$ cat src/rtl/ifetch_stage_pkg.sv
// Shared types for the LC-3b instruction-fetch stage: bus word, fetch FSM
// encoding and the {word, pc} entry held by the skid register.
package ifetch_stage_pkg;

    typedef logic [15:0] lc3b_word;

    typedef enum logic [1:0] {
        IDLE    = 2'd0,
        FETCH   = 2'd1,
        DISCARD = 2'd2,
        SKID    = 2'd3
    } lc3b_fetch_state;

    typedef struct packed {
        lc3b_word word;
        lc3b_word pc;
    } fetch_entry_t;

    // Instructions are halfword aligned, so a redirect target never carries bit 0.
    function automatic lc3b_word align_pc(input lc3b_word pc);
        return {pc[15:1], 1'b0};
    endfunction

endpackage

$ cat src/rtl/ifetch_stage_if.sv
// Fetch-stage bus bundle: instruction-memory read handshake plus the
// valid/stall/redirect interface towards the IR/decode stage.
interface ifetch_stage_if;
    import ifetch_stage_pkg::*;

    lc3b_word imem_address;
    logic     imem_read;
    lc3b_word imem_rdata;
    logic     imem_resp;

    logic     stall;
    logic     redirect;
    lc3b_word redirect_pc;
    logic     if_valid;
    lc3b_word if_ir;
    lc3b_word if_pc;
    lc3b_word if_pc_plus2;

    modport master (
        output imem_address, imem_read,
        input  imem_rdata, imem_resp,
        input  stall, redirect, redirect_pc,
        output if_valid, if_ir, if_pc, if_pc_plus2
    );

    modport slave (
        input  imem_address, imem_read,
        output imem_rdata, imem_resp,
        output stall, redirect, redirect_pc,
        input  if_valid, if_ir, if_pc, if_pc_plus2
    );

endinterface

$ cat src/rtl/ifetch_skid.sv
// One-entry {word, pc} holding register that catches a fetched instruction
// arriving while decode is stalled on the previous one.
module ifetch_skid
    import ifetch_stage_pkg::*;
(
    input  logic         clk,
    input  logic         reset_n,
    input  logic         load,
    input  logic         clear,
    input  fetch_entry_t d,
    output fetch_entry_t q
);

    // Clear wins over load: a redirect must never leave wrong-path data behind.
    always_ff @(posedge clk or negedge reset_n) begin
        if (!reset_n) begin
            q <= '0;
        end else if (clear) begin
            q <= '0;
        end else if (load) begin
            q <= d;
        end
    end

endmodule

$ cat src/rtl/ifetch_stage.sv
// Instruction-fetch stage: owns the fetch PC, runs a held-request read to
// instruction memory and hands {if_ir, if_pc} to decode through valid/stall.
module ifetch_stage
    import ifetch_stage_pkg::*;
#(
    parameter lc3b_word RESET_PC = 16'h0000,
    parameter int       WORD_W   = 16
)
(
    input  logic           clk,
    input  logic           reset_n,
    ifetch_stage_if.master bus
);

    localparam logic [1:0] ST_IDLE    = IDLE;
    localparam logic [1:0] ST_FETCH   = FETCH;
    localparam logic [1:0] ST_DISCARD = DISCARD;
    localparam logic [1:0] ST_SKID    = SKID;

    localparam lc3b_word INSTR_BYTES = lc3b_word'(WORD_W / 8);

    logic [1:0]   state;
    lc3b_word     fetch_pc;
    lc3b_word     req_addr;
    logic         if_valid;
    lc3b_word     if_ir;
    lc3b_word     if_pc;

    lc3b_word     new_pc;
    logic         resp_taken;
    logic         take_direct;
    logic         skid_load;
    logic         skid_clear;
    fetch_entry_t skid_d;
    fetch_entry_t skid_q;

    assign new_pc = align_pc(bus.redirect_pc);

    // A response is only usable in FETCH and only when no redirect competes for the edge.
    assign resp_taken  = (state == ST_FETCH) && !bus.redirect && bus.imem_resp;
    assign take_direct = resp_taken && (!if_valid || !bus.stall);
    assign skid_load   = resp_taken && if_valid && bus.stall;
    assign skid_clear  = (state == ST_SKID) && (bus.redirect || !bus.stall);
    assign skid_d      = '{word: bus.imem_rdata, pc: fetch_pc};

    ifetch_skid u_skid (
        .clk     (clk),
        .reset_n (reset_n),
        .load    (skid_load),
        .clear   (skid_clear),
        .d       (skid_d),
        .q       (skid_q)
    );

    // DISCARD keeps presenting the address of the pending read even after fetch_pc moved on.
    assign bus.imem_read    = (state == ST_FETCH) || (state == ST_DISCARD);
    assign bus.imem_address = (state == ST_DISCARD) ? req_addr : fetch_pc;

    assign bus.if_valid    = if_valid;
    assign bus.if_ir       = if_ir;
    assign bus.if_pc       = if_pc;
    assign bus.if_pc_plus2 = if_pc + INSTR_BYTES;

    always_ff @(posedge clk or negedge reset_n) begin
        if (!reset_n) begin
            state    <= ST_IDLE;
            fetch_pc <= RESET_PC;
            req_addr <= RESET_PC;
            if_valid <= 1'b0;
            if_ir    <= '0;
            if_pc    <= '0;
        end else begin
            if (if_valid && !bus.stall) begin
                if_valid <= 1'b0;
            end

            case (state)
                ST_IDLE: begin
                    state <= ST_FETCH;
                    if (bus.redirect) begin
                        fetch_pc <= new_pc;
                    end
                end

                ST_FETCH: begin
                    if (bus.redirect) begin
                        fetch_pc <= new_pc;
                        if (!bus.imem_resp) begin
                            req_addr <= fetch_pc;
                            state    <= ST_DISCARD;
                        end
                    end else if (bus.imem_resp) begin
                        fetch_pc <= fetch_pc + INSTR_BYTES;
                        if (take_direct) begin
                            if_ir    <= bus.imem_rdata;
                            if_pc    <= fetch_pc;
                            if_valid <= 1'b1;
                        end else begin
                            state <= ST_SKID;
                        end
                    end
                end

                ST_DISCARD: begin
                    if (bus.redirect) begin
                        fetch_pc <= new_pc;
                    end
                    if (bus.imem_resp) begin
                        state <= ST_FETCH;
                    end
                end

                ST_SKID: begin
                    if (bus.redirect) begin
                        fetch_pc <= new_pc;
                        state    <= ST_FETCH;
                    end else if (!bus.stall) begin
                        if_ir    <= skid_q.word;
                        if_pc    <= skid_q.pc;
                        if_valid <= 1'b1;
                        state    <= ST_FETCH;
                    end
                end

                default: state <= ST_IDLE;
            endcase

            // Redirect squashes whatever decode is looking at, including a same-edge load.
            if (bus.redirect) begin
                if_valid <= 1'b0;
            end
        end
    end

endmodule

$ cat src/flat_wrapper.sv
// flat-port wrapper written by rule: the top's interface ports become plain ports
module ifetch_stage_flat import ifetch_stage_pkg::*;
#(
    parameter lc3b_word RESET_PC = 16'h0000,
    parameter int       WORD_W   = 16
)
  (clk, reset_n, bus_imem_address, bus_imem_read, bus_imem_rdata, bus_imem_resp, bus_stall, bus_redirect, bus_redirect_pc, bus_if_valid, bus_if_ir, bus_if_pc, bus_if_pc_plus2);
  ifetch_stage_if bus_i ();
  input  logic clk;
  input  logic reset_n;
  output wire logic [$bits(bus_i.imem_address)-1:0] bus_imem_address;
  output wire logic [$bits(bus_i.imem_read)-1:0] bus_imem_read;
  input wire logic [$bits(bus_i.imem_rdata)-1:0] bus_imem_rdata;
  input wire logic [$bits(bus_i.imem_resp)-1:0] bus_imem_resp;
  input wire logic [$bits(bus_i.stall)-1:0] bus_stall;
  input wire logic [$bits(bus_i.redirect)-1:0] bus_redirect;
  input wire logic [$bits(bus_i.redirect_pc)-1:0] bus_redirect_pc;
  output wire logic [$bits(bus_i.if_valid)-1:0] bus_if_valid;
  output wire logic [$bits(bus_i.if_ir)-1:0] bus_if_ir;
  output wire logic [$bits(bus_i.if_pc)-1:0] bus_if_pc;
  output wire logic [$bits(bus_i.if_pc_plus2)-1:0] bus_if_pc_plus2;
  assign bus_imem_address = bus_i.imem_address;
  assign bus_imem_read = bus_i.imem_read;
  assign bus_i.imem_rdata = bus_imem_rdata;
  assign bus_i.imem_resp = bus_imem_resp;
  assign bus_i.stall = bus_stall;
  assign bus_i.redirect = bus_redirect;
  assign bus_i.redirect_pc = bus_redirect_pc;
  assign bus_if_valid = bus_i.if_valid;
  assign bus_if_ir = bus_i.if_ir;
  assign bus_if_pc = bus_i.if_pc;
  assign bus_if_pc_plus2 = bus_i.if_pc_plus2;
  ifetch_stage #(.RESET_PC(RESET_PC), .WORD_W(WORD_W)) u_core (.clk(clk), .reset_n(reset_n), .bus(bus_i));
endmodule
$ cat config.mk
export PLATFORM = sky130hd
export DESIGN_NAME = ifetch_stage_flat
export DESIGN_NICKNAME = d
export VERILOG_FILES = /design/src/rtl/ifetch_stage_pkg.sv /design/src/rtl/ifetch_stage_if.sv /design/src/rtl/ifetch_skid.sv /design/src/rtl/ifetch_stage.sv /design/src/flat_wrapper.sv
export SDC_FILE = /design/constraint.sdc
export NUM_CORES = 1
export LEC_CHECK = 0
export ABC_AREA = 0
export BUFFER_PORTS_ARGS = -buffer_cell sky130_fd_sc_hd__buf_2
export CELL_PAD_IN_SITES_DETAIL_PLACEMENT = 1
export CELL_PAD_IN_SITES_GLOBAL_PLACEMENT = 1
export CORE_ASPECT_RATIO = 1.2
export CORE_MARGIN = 1
export CORE_UTILIZATION = 47
export DETAILED_ROUTE_END_ITERATION = 10
export GPL_TIMING_DRIVEN = 0
export HOLD_SLACK_MARGIN = 0.05
export MAX_ROUTING_LAYER = met4
export PLACE_DENSITY_LB_ADDON = 0.1
export SLEW_MARGIN = 20
export SYNTH_ARGS = -nofsm -noshare
export SYNTH_HDL_FRONTEND = slang
export SYNTH_HIERARCHICAL = 1
export SYNTH_SLANG_ARGS = --single-unit
$ cat constraint.sdc
create_clock -name clk -period 6.5 [get_ports clk]
set_input_delay 1.95 -clock clk [delete_from_list [all_inputs] [get_ports clk]]
set_output_delay 1.95 -clock clk [all_outputs]
set_load 0.01 [all_outputs]
==> summary.md, run 1 <==
| Metric | Value |
|---|---|
| Hold depth | `1` |
| Peak supply drop | `around 230 uV` |
| Die height | `~110 um` |
| Row Count | `40` |
| Pin count of the biggest net entering global routing | `76` |
| Crit Path Max Fanout | `10` |
| GRT Util Overall | `0.255` |
| Share of the synthesized area in the top cell type | `0.490` |
| Pwr/cell area | `just over 400 mW/mm^2` |
| CTS root buffer | `clkbuf_16` |
| Unrepaired setup endpoints after global routing | `no` |
| Chip width | `~96 um` |
| Synthesis warning total | `6` |
| Number of DRC markers in iteration 0 | `between 100 and 150` |
| Post-synthesis mux area share | `0.259` |
| Vias | `between 3000 and 4000` |
| Crit Path Category | `reg2out` |
| Hold violation count in the final report | `0` |
| Post-CTS Repair Setup Buffers | `0` |
| Adder-Cell Fraction of Synth Area | `0.0151` |
| R2R Path Start | `u_core/state[0]` |
| Switching share of total power | `0.376` |
| Cts hold-fix bufs | `0` |
| CTS Buf Count | `9` |
| Hold Startpoint | `u_core/bus.if_ir[13]` |
| Fmax | `~220 MHz` |
| Nets | `around 580` |
| Post-synthesis compound-gate area fraction | `0.0482` |
| Hold EP | `u_core/bus.if_ir[13]` |
| Die area | `0.0110 mm^2` |
| Mapped cell area | `approximately 0.005 mm^2` |
| Rel. slew slack | `0.561` |
| Critical-path top delay cell | `clkbuf_1` |
| Vias per cell | `around 5.4` |
| Synth cell types | `42` |
| R2R depth | `6` |
| Worst-path clk slew | `0.08 ns` |
| Vias in the first global route | `3975` |
| Mean post-synth cell area | `about 12 um^2` |
| Initial antenna violation count | `0` |
| Most frequent cell after synthesis | `dfrtp_1` |
| HPWL Detailed | `roughly 8900 um` |
| Endpoints failing setup | `0` |
| Clk Latency, worst-skew pair | `0.35 ns` |
| Final period utilization | `0.697` |
| Clock sinks | `97` |
| Clock power frac | `0.226` |
| Flops & latches, synth | `97` |
| Max stage delay on crit path | `0.51 ns` |
| Htree depth | `3` |
| Syn Inst Count | `about 430` |
| Simple-gate share of the synthesized area | `0.109` |
| Number of flops mapped to enable cells by yosys | `0` |
| Cell Int Power | `about 1.5 mW` |
| Hold crit path type | `reg2reg` |
| Drt first pass iters | `6` |
| Pins Over Slew Limit | `0` |
| Worst setup EP type | `output port` |
| Residual DRC | `0` |
| Top cell by count, worst path | `clkbuf_1` |
| Minimum clock period | `about 4.5 ns` |
| Total gr overflow | `0` |
| Largest family of logic cells by synthesized area | `multiplexers` |
| Max Cap Viol | `0` |
| P_sw | `919 uW` |
| Core Area | `about 0.010 mm^2` |
| Per-cell routed wire length | `18.6 um` |
| Worst EP required | `approximately 4.6 ns` |
| Clk buf depth | `2` |
| CTS tree | `done` |
| Comb pwr share | `0.393` |
| Synth Area in XOR/XNOR | `0.0353` |
| Post-place setup slack | `2.32 ns` |
| R2R Setup Slk | `around 3.7 ns` |
| Routed WL | `roughly 12000 um` |
| Buffers added on ports | `between 90 and 100` |
| Area Overhead vs Synth | `20.1%` |
| DRT antenna net count | `0` |
| Global-route wire length before repair | `~20000 um` |
| Starting Density | `0.490` |
| Post-synth top area cell | `dfrtp_1` |
| GP Congestion | `just under 0.8` |
| Status | `finished clean` |
| Critical Path AT | `about 2.6 ns` |
| # resized after CTS | `0` |
| Worst setup margin | `~2.0 ns` |
| CP startpoint | `u_core/state[0]` |
| Leakage | `2.79 nW` |
| Sequential power share | `0.381` |
| Fin Clk Skew | `0.00747 ns` |
| Pin slew with the least headroom to its limit | `~0.66 ns` |
| Ant diodes | `0` |
| Main synth FF type | `dfrtp_1` |
| Synth cell count leaders | `dfrtp_1 (97), nor2_1 (42), mux2_1 (41), mux2_2 (41), mux2i_1 (36)` |
| TNS Setup | `0 ns` |
| Capturing point of the worst reg2reg path | `u_core/u_skid/q[16]` |
| Ordered list of cells on the worst path | `inv_1, ha_1, clkbuf_1, clkbuf_1, mux2_2, buf_2` |
| Ranking of synthesized cells by area | `dfrtp_1 (49%), mux2_1 (9.3%), mux2_2 (9.3%)` |
| Post-synthesis sequential area ratio | `0.490` |
| # IOs | `103` |
| Synth async-reset ratio | `1.00` |
| Share of layout cells above drive strength 1 | `0.322` |
| Startpoint Class | `flop` |
flip-flops by register name (all words and copies together) (netlist names):
name	cells
u_core/u_skid/q	32
u_core/bus.if_ir	16
u_core/bus.if_pc	16
u_core/fetch_pc	15
u_core/req_addr	15
u_core/state	2
u_core/bus.if_valid	1
critical path: cells and delay by family, from the launching register on:
family / cells / cell delay, ns
buffers and inverters: 4 / 1.22
DFF: 1 / 0.44
muxes: 1 / 0.40
adders and majority gates: 1 / 0.18
power groups by stage:
| stage | clock network (mW) | logic [mW] | registers, mW |
|---|---|---|---|
| CTS | 0.564 | 0.978 | 0.935 |
| global placement | 0 | 0.932 | 0.928 |
| detailed placement | 0 | 0.966 | 0.945 |
| finish | 0.554 | 0.961 | 0.933 |
| floorplan | 0 | 0.584 | 0.942 |
| global route | 0.587 | 1.06 | 0.961 |
logic make-up (layout without fill, tap and decap cells):
family          after synthesis  in the layout
fa+ha+maj                     6              6
flops                        97             97
buf+inv                      35            151
simple gates                112            112
xor+xnor                     20             20
compound gates               40             40
mux                         118            118
other cells                   1              2
worst max path at each step:
stage                           endpoint  slack (ns)  cells past startpoint
finish              bus_imem_address[12]        1.97                      6
global route        bus_imem_address[12]        1.80                      6
detailed placement  bus_imem_address[12]        2.32                      6
CTS                 bus_imem_address[12]        1.92                      6
floorplan           bus_imem_address[11]        2.91                      5
global placement    bus_imem_address[11]        2.39                      6
final cells by class:
type | count | area [um^2]
sequential | 97 | 2430
inverter | 9 | 33.8
buffer | 26 | 179
tap | 126 | 158
timing repair buffer | 100 | 529
multi-input combinational | 298 | 2320
clock buffer | 9 | 225
fill | 1134 | 4150
clock inverter | 7 | 82.6
metal layers:
metal | vias to the layer above | track usage | part of all wire
met5 | - | - | 0
met4 | 0 | 0.0607 | 0.012
met3 | 11 | 0.0405 | 0.025
met2 | 62 | 0.447 | 0.53
met1 | 1852 | 0.305 | 0.43
li1 | 1726 | - | -
stage by stage:
stage	util	power, mW	cells	hold slack, ns	area, um^2
2_1_floorplan	-	1.53	430	0.450	4960
3_3_place_gp	0.555	1.86	655	0.464	5610
3_5_place_dp	0.559	1.91	656	0.471	5650
4_1_cts	0.589	2.48	672	0.488	5960
5_1_grt	0.589	2.61	672	0.502	5960
6_report	0.589	2.45	672	0.483	5960
cells in the final DEF (no fill, tap or decap), types with 12 or more instances in the layout:
master	instances
buf_2	103
clkbuf_1	12
dfrtp_1	97
mux2_1	41
mux2_2	41
mux2i_1	36
nand2_1	27
nand3_1	12
nor2_1	42
o21ai_0	17
(Power assumes the default switching activity.)
==> inputs of run 2 (changes only) <==
Settings changed: CORE_UTILIZATION 47 to 43.
Clock period 6.5 ns to 4.4 ns, I/O delays scaled along.
==> run 2 against run 1 <==
Against the previous run:
- critical path type unchanged
- first-iteration DRC count decreased by 8.0%
- sequential cell count is the same
- design area up 0.80%
- largest cell class unchanged
- sequential power is 48% higher
- sequential share of layout area is 0.32 points lower
==> summary.md, run 2 (synthesis results as in run 1) <==
| Metric | Value |
|---|---|
| Drt first pass iters | `4` |
| Chip width | `100 um` |
| Vias in the first global route | `approximately 4000` |
| Sequential power share | `0.379` |
| Global-route wire length before repair | `approximately 21000 um` |
| TNS Setup | `0 ns` |
| Clock power frac | `0.234` |
| Vias per cell | `around 5.3` |
| Ant diodes | `0` |
| Htree depth | `3` |
| Comb pwr share | `0.387` |
| Row Count | `between 40 and 50` |
| Share of layout cells above drive strength 1 | `0.321` |
| Rel. slew slack | `0.528` |
| Leakage | `between 2 and 3 nW` |
| Fmax | `about 260 MHz` |
| R2R Setup Slk | `roughly 1.5 ns` |
| Max Cap Viol | `0` |
| Family with the most delay on the worst path | `buffers and inverters` |
| Hold Startpoint | `u_core/bus.if_ir[13]` |
| Worst-path clk slew | `around 0.070 ns` |
| DRT antenna net count | `0` |
| P_sw | `1.34 mW` |
| Clk Latency, worst-skew pair | `~0.35 ns` |
| Unrepaired setup endpoints after global routing | `no` |
| Post-CTS Repair Setup Buffers | `0` |
| Cts hold-fix bufs | `0` |
| Area Overhead vs Synth | `21.1%` |
| Worst EP required | `3.08 ns` |
| Pin count of the biggest net entering global routing | `51` |
| Fin Clk Skew | `a little over 0.007 ns` |
| # resized after CTS | `0` |
| Hold violation count in the final report | `0` |
| Regs by FF count | `u_core/u_skid/q: 32 flops, u_core/bus.if_ir: 16 flops, u_core/bus.if_pc: 16 flops` |
| Nets | `~580` |
| CTS Buf Count | `9` |
| Ordered list of cells on the worst path | `inv_1, ha_1, clkbuf_1, clkbuf_1, mux2_2, buf_2` |
| Hold depth | `1` |
| Die height | `between 100 and 150 um` |
| Fillers | `approximately 1200` |
| Vias | `about 3700` |
| Residual DRC | `0` |
| Status | `finished clean` |
| Crit Path Category | `reg2out` |
| GP Congestion | `between 0.7 and 0.8` |
| Starting Density | `0.445` |
| CP startpoint | `u_core/state[0]` |
| Hold crit path type | `reg2reg` |
| Final period utilization | `0.876` |
| Most flops, register | `u_core/u_skid/q` |
| # IOs | `103` |
| Core Area | `0.0111 mm^2` |
| Per-cell routed wire length | `around 18 um` |
| Pins Over Slew Limit | `0` |
| Critical-path top delay cell | `clkbuf_1` |
| Cell Int Power | `around 2.3 mW` |
| Pin slew with the least headroom to its limit | `0.708 ns` |
| R2R Path Start | `u_core/state[0]` |
| Number of DRC markers in iteration 0 | `roughly 120` |
| Peak supply drop | `roughly 230 uV` |
| Initial antenna violation count | `0` |
| Max stage delay on crit path | `0.50 ns` |
| Leading cell types in the layout, fill and taps excluded | `buf_2 (103), dfrtp_1 (97), nor2_1 (42)` |
| Startpoint Class | `flop` |
| Leading cell type in the layout, fill and taps excluded | `buf_2` |
| CP Depth | `6` |
| Crit Path Max Fanout | `10` |
| Max reg flops | `32` |
| Minimum clock period | `between 3 and 4 ns` |
| Clock sinks | `97` |
| Pwr/cell area | `roughly 610 mW/mm^2` |
| CTS tree | `done` |
| GRT Util Overall | `0.234` |
| Routed WL | `roughly 13000 um` |
| Final Power | `3.65 mW` |
| Switching share of total power | `0.368` |
| Worst setup EP type | `output port` |
| Top cell by count, worst path | `clkbuf_1` |
| CTS root buffer | `clkbuf_16` |
| HPWL Detailed | `9000 um` |
| Final cell utilization of the core | `0.539` |
| Total gr overflow | `0` |
| Buffers added on ports | `99` |
| Endpoints failing setup | `0` |
| Crit path buffers/inverters | `4` |
| Critical Path AT | `approximately 2.5 ns` |
| R2R depth | `6` |
| Clk buf depth | `2` |
| Die area | `0.0120 mm^2` |
## run 2: layout make-up
class | count | area (um^2) | share of cell area
Clock inverter | 6 | 91.3 | 0.0152
Clock buffer | 10 | 229 | 0.0381
Buffer | 26 | 179 | 0.0298
Inverter | 9 | 33.8 | 0.00563
Multi-Input combinational cell | 298 | 2320 | 0.387
Timing Repair Buffer | 100 | 529 | 0.0882
Tap cell | 154 | 193 | 0.0321
Sequential cell | 97 | 2430 | 0.404
## run 2: metal layers
metal	wire (um)	part of all wire	global-route usage
met5	0	0	-
met1	5420	0.43	0.282
met3	326	0.026	0.0349
met4	172	0.014	0.0679
met2	6590	0.53	0.408
## run 2: final timing paths
kind	to
max	bus_imem_address[12]
min	u_core/bus.if_ir[13]
max reg2reg	u_core/u_skid/q[17]
min reg2reg	u_core/bus.if_ir[13]
max in group asynchronous	u_core/bus.if_pc[15]
min in group asynchronous	u_core/fetch_pc[13]
## run 2: power groups by stage
stage / registers, mW / logic, mW / clock network [mW]
finish: 1.38 / 1.41 / 0.854
global route: 1.43 / 1.55 / 0.905
CTS: 1.38 / 1.44 / 0.873
detailed placement: 1.40 / 1.42 / 0
global placement: 1.38 / 1.38 / 0
floorplan: 1.39 / 0.862 / 0
## run 2: stage by stage
stage	cells	hold WS [ns]	instance area (um^2)	setup WS, ns
3_5_place_dp	684	0.469	5680	0.956
5_1_grt	700	0.502	6000	0.405
6_report	700	0.479	6000	0.546
4_1_cts	700	0.485	6000	0.521
2_1_floorplan	430	0.450	4960	1.44
3_3_place_gp	683	0.462	5650	0.936
==> inputs of run 3 (changes only) <==
--- a/config.mk
+++ b/config.mk
@@ -9,3 +9,3 @@
 export BUFFER_PORTS_ARGS = -buffer_cell sky130_fd_sc_hd__buf_2
-export CELL_PAD_IN_SITES_DETAIL_PLACEMENT = 1
+export CELL_PAD_IN_SITES_DETAIL_PLACEMENT = 0
 export CELL_PAD_IN_SITES_GLOBAL_PLACEMENT = 1
@@ -13,3 +13,3 @@
 export CORE_MARGIN = 1
-export CORE_UTILIZATION = 43
+export CORE_UTILIZATION = 47
 export DETAILED_ROUTE_END_ITERATION = 10
==> constraint.sdc (replaced) <==
create_clock -name clk -period 4.9 [get_ports clk]
set_input_delay 1.47 -clock clk [delete_from_list [all_inputs] [get_ports clk]]
set_output_delay 1.47 -clock clk [all_outputs]
set_load 0.1 [all_outputs]
==> run 3 against run 2 <==
Against the previous run:
- die area fell by 8.4%
- wire length fell by 12%
- core utilization rose by 5.1 points
- sequential cell count did not move
- final cell count fell by 4.0%
- first-iteration DRC count fell by 10%
- critical endpoint is now bus_imem_address[13]
==> summary.md, run 3 (synthesis results as in run 1) <==
| Metric | Value |
|---|---|
| Max Cap Viol | `0` |
| Multi-input gate area | `about 0.0023 mm^2` |
| TNS Setup | `0 ns` |
| Rel. slew slack | `0.527` |
| Share of layout cells above drive strength 1 | `0.321` |
| CTS root buffer | `clkbuf_16` |
| Final cell utilization of the core | `0.590` |
| Fmax | `242 MHz` |
| Clk Latency, worst-skew pair | `between 0.3 and 0.4 ns` |
| Most flops, register | `u_core/u_skid/q` |
| Vias in the first global route | `~3600` |
| Initial antenna violation count | `0` |
| Hold crit path type | `reg2reg` |
| Row Count | `40` |
| # IOs | `roughly 100` |
| Total gr overflow | `0` |
| Number of DRC markers in iteration 0 | `~100` |
| Buffers added on ports | `99` |
| Drt first pass iters | `5` |
| Unrepaired setup endpoints after global routing | `no` |
| Vias per cell | `about 5.4` |
| # resized after CTS | `0` |
| Final period utilization | `0.844` |
| GRT Util Overall | `0.222` |
| Residual DRC | `0` |
| DRT antenna net count | `0` |
| Global-route wire length before repair | `17700 um` |
| Pin count of the biggest net entering global routing | `76` |
| Startpoint Class | `flop` |
| Routed WL | `between 10000 and 15000 um` |
| Cts hold-fix bufs | `0` |
| Fillers | `approximately 910` |
| Leading cell type in the layout, fill and taps excluded | `buf_2` |
| Per-cell routed wire length | `approximately 16 um` |
| CTS Buf Count | `9` |
| Chip width | `between 90 and 100 um` |
| Vias | `~3600` |
| Area Overhead vs Synth | `20.4%` |
| Worst EP required | `roughly 3.4 ns` |
| FF/Latch Area | `0.00243 mm^2` |
| Worst-path clk slew | `0.07 ns` |
| Fin Clk Skew | `0.00674 ns` |
| Pins Over Slew Limit | `0` |
| Crit Path Max Fanout | `10` |
| Final hold slack | `0.480 ns` |
| Htree depth | `3` |
| Endpoints failing setup | `0` |
| Ant diodes | `0` |
| Nets | `~580` |
| Worst setup EP type | `output port` |
| Critical Path AT | `between 2 and 3 ns` |
| Minimum clock period | `about 4.1 ns` |
| Status | `finished clean` |
| HPWL Detailed | `8020 um` |
| Clk buf depth | `2` |
| CTS tree | `done` |
| Max reg flops | `32` |
| Die height | `115 um` |
| Leading cell types in the layout, fill and taps excluded | `buf_2 (103), dfrtp_1 (97), nor2_1 (42)` |
| Layout Cells excl Fill | `about 670` |
| R2R Setup Slk | `roughly 2.1 ns` |
| Starting Density | `0.490` |
| Post-CTS Repair Setup Buffers | `0` |
| Core Area | `0.0101 mm^2` |
| Pin slew with the least headroom to its limit | `around 0.71 ns` |
| GP Congestion | `about 0.80` |
| Crit Path Category | `reg2out` |
| Hold violation count in the final report | `0` |
| Clock sinks | `97` |
| Die area | `roughly 0.011 mm^2` |
| Inst Count DP | `656` |
| Regs by FF count | `u_core/u_skid/q: 32 flops, u_core/bus.if_ir: 16 flops, u_core/bus.if_pc: 16 flops` |
==> run 3: per-layer routing <==
layer  up-vias  wire [um]  track usage
met5         -          0            -
met3         8        408       0.0372
li1       1738          -            -
met1      1811       4940        0.278
met4         0        112       0.0796
met2        81       5610        0.360
==> run 3: path summary, 6_finish.rpt <==
kind                                startpoint                   end  cells past startpoint
max                            u_core/state[0]  bus_imem_address[13]                      6
min                        u_core/bus.if_ir[3]   u_core/bus.if_ir[3]                      1
max reg2reg                    u_core/state[0]    u_core/u_skid/q[8]                      6
min reg2reg                u_core/bus.if_ir[3]   u_core/bus.if_ir[3]                      1
max in group asynchronous              reset_n    u_core/req_addr[2]                      2
min in group asynchronous              reset_n   u_core/req_addr[12]                      1
==> run 3: critical path, stage by stage, from the launching register on <==
cell      delay (ns)
dfrtp_1         0.44
inv_1           0.08
ha_1            0.16
clkbuf_1        0.50
clkbuf_1        0.46
mux2_2          0.39
buf_2           0.29
==> run 3: cell type report <==
type | count | share of cell area
buffer | 26 | 0.0300
multi-input combinational | 298 | 0.389
timing repair buffer | 100 | 0.0887
sequential | 97 | 0.407
clock inverter | 6 | 0.0151
clock buffer | 10 | 0.0384
tap | 126 | 0.0264
inverter | 9 | 0.00566
==> run 3: stage by stage <==
step,worst slack (ns),cell area [um^2]
3_5_place_dp,1.10,5650
2_1_floorplan,0.117,4960
6_report,0.767,5970
5_1_grt,0.546,5970
4_1_cts,0.716,5970
3_3_place_gp,1.09,5610
Power of run 3 is not shown: default switching activity piles up to over one toggle a cycle in this logic, so the estimate is an artifact.
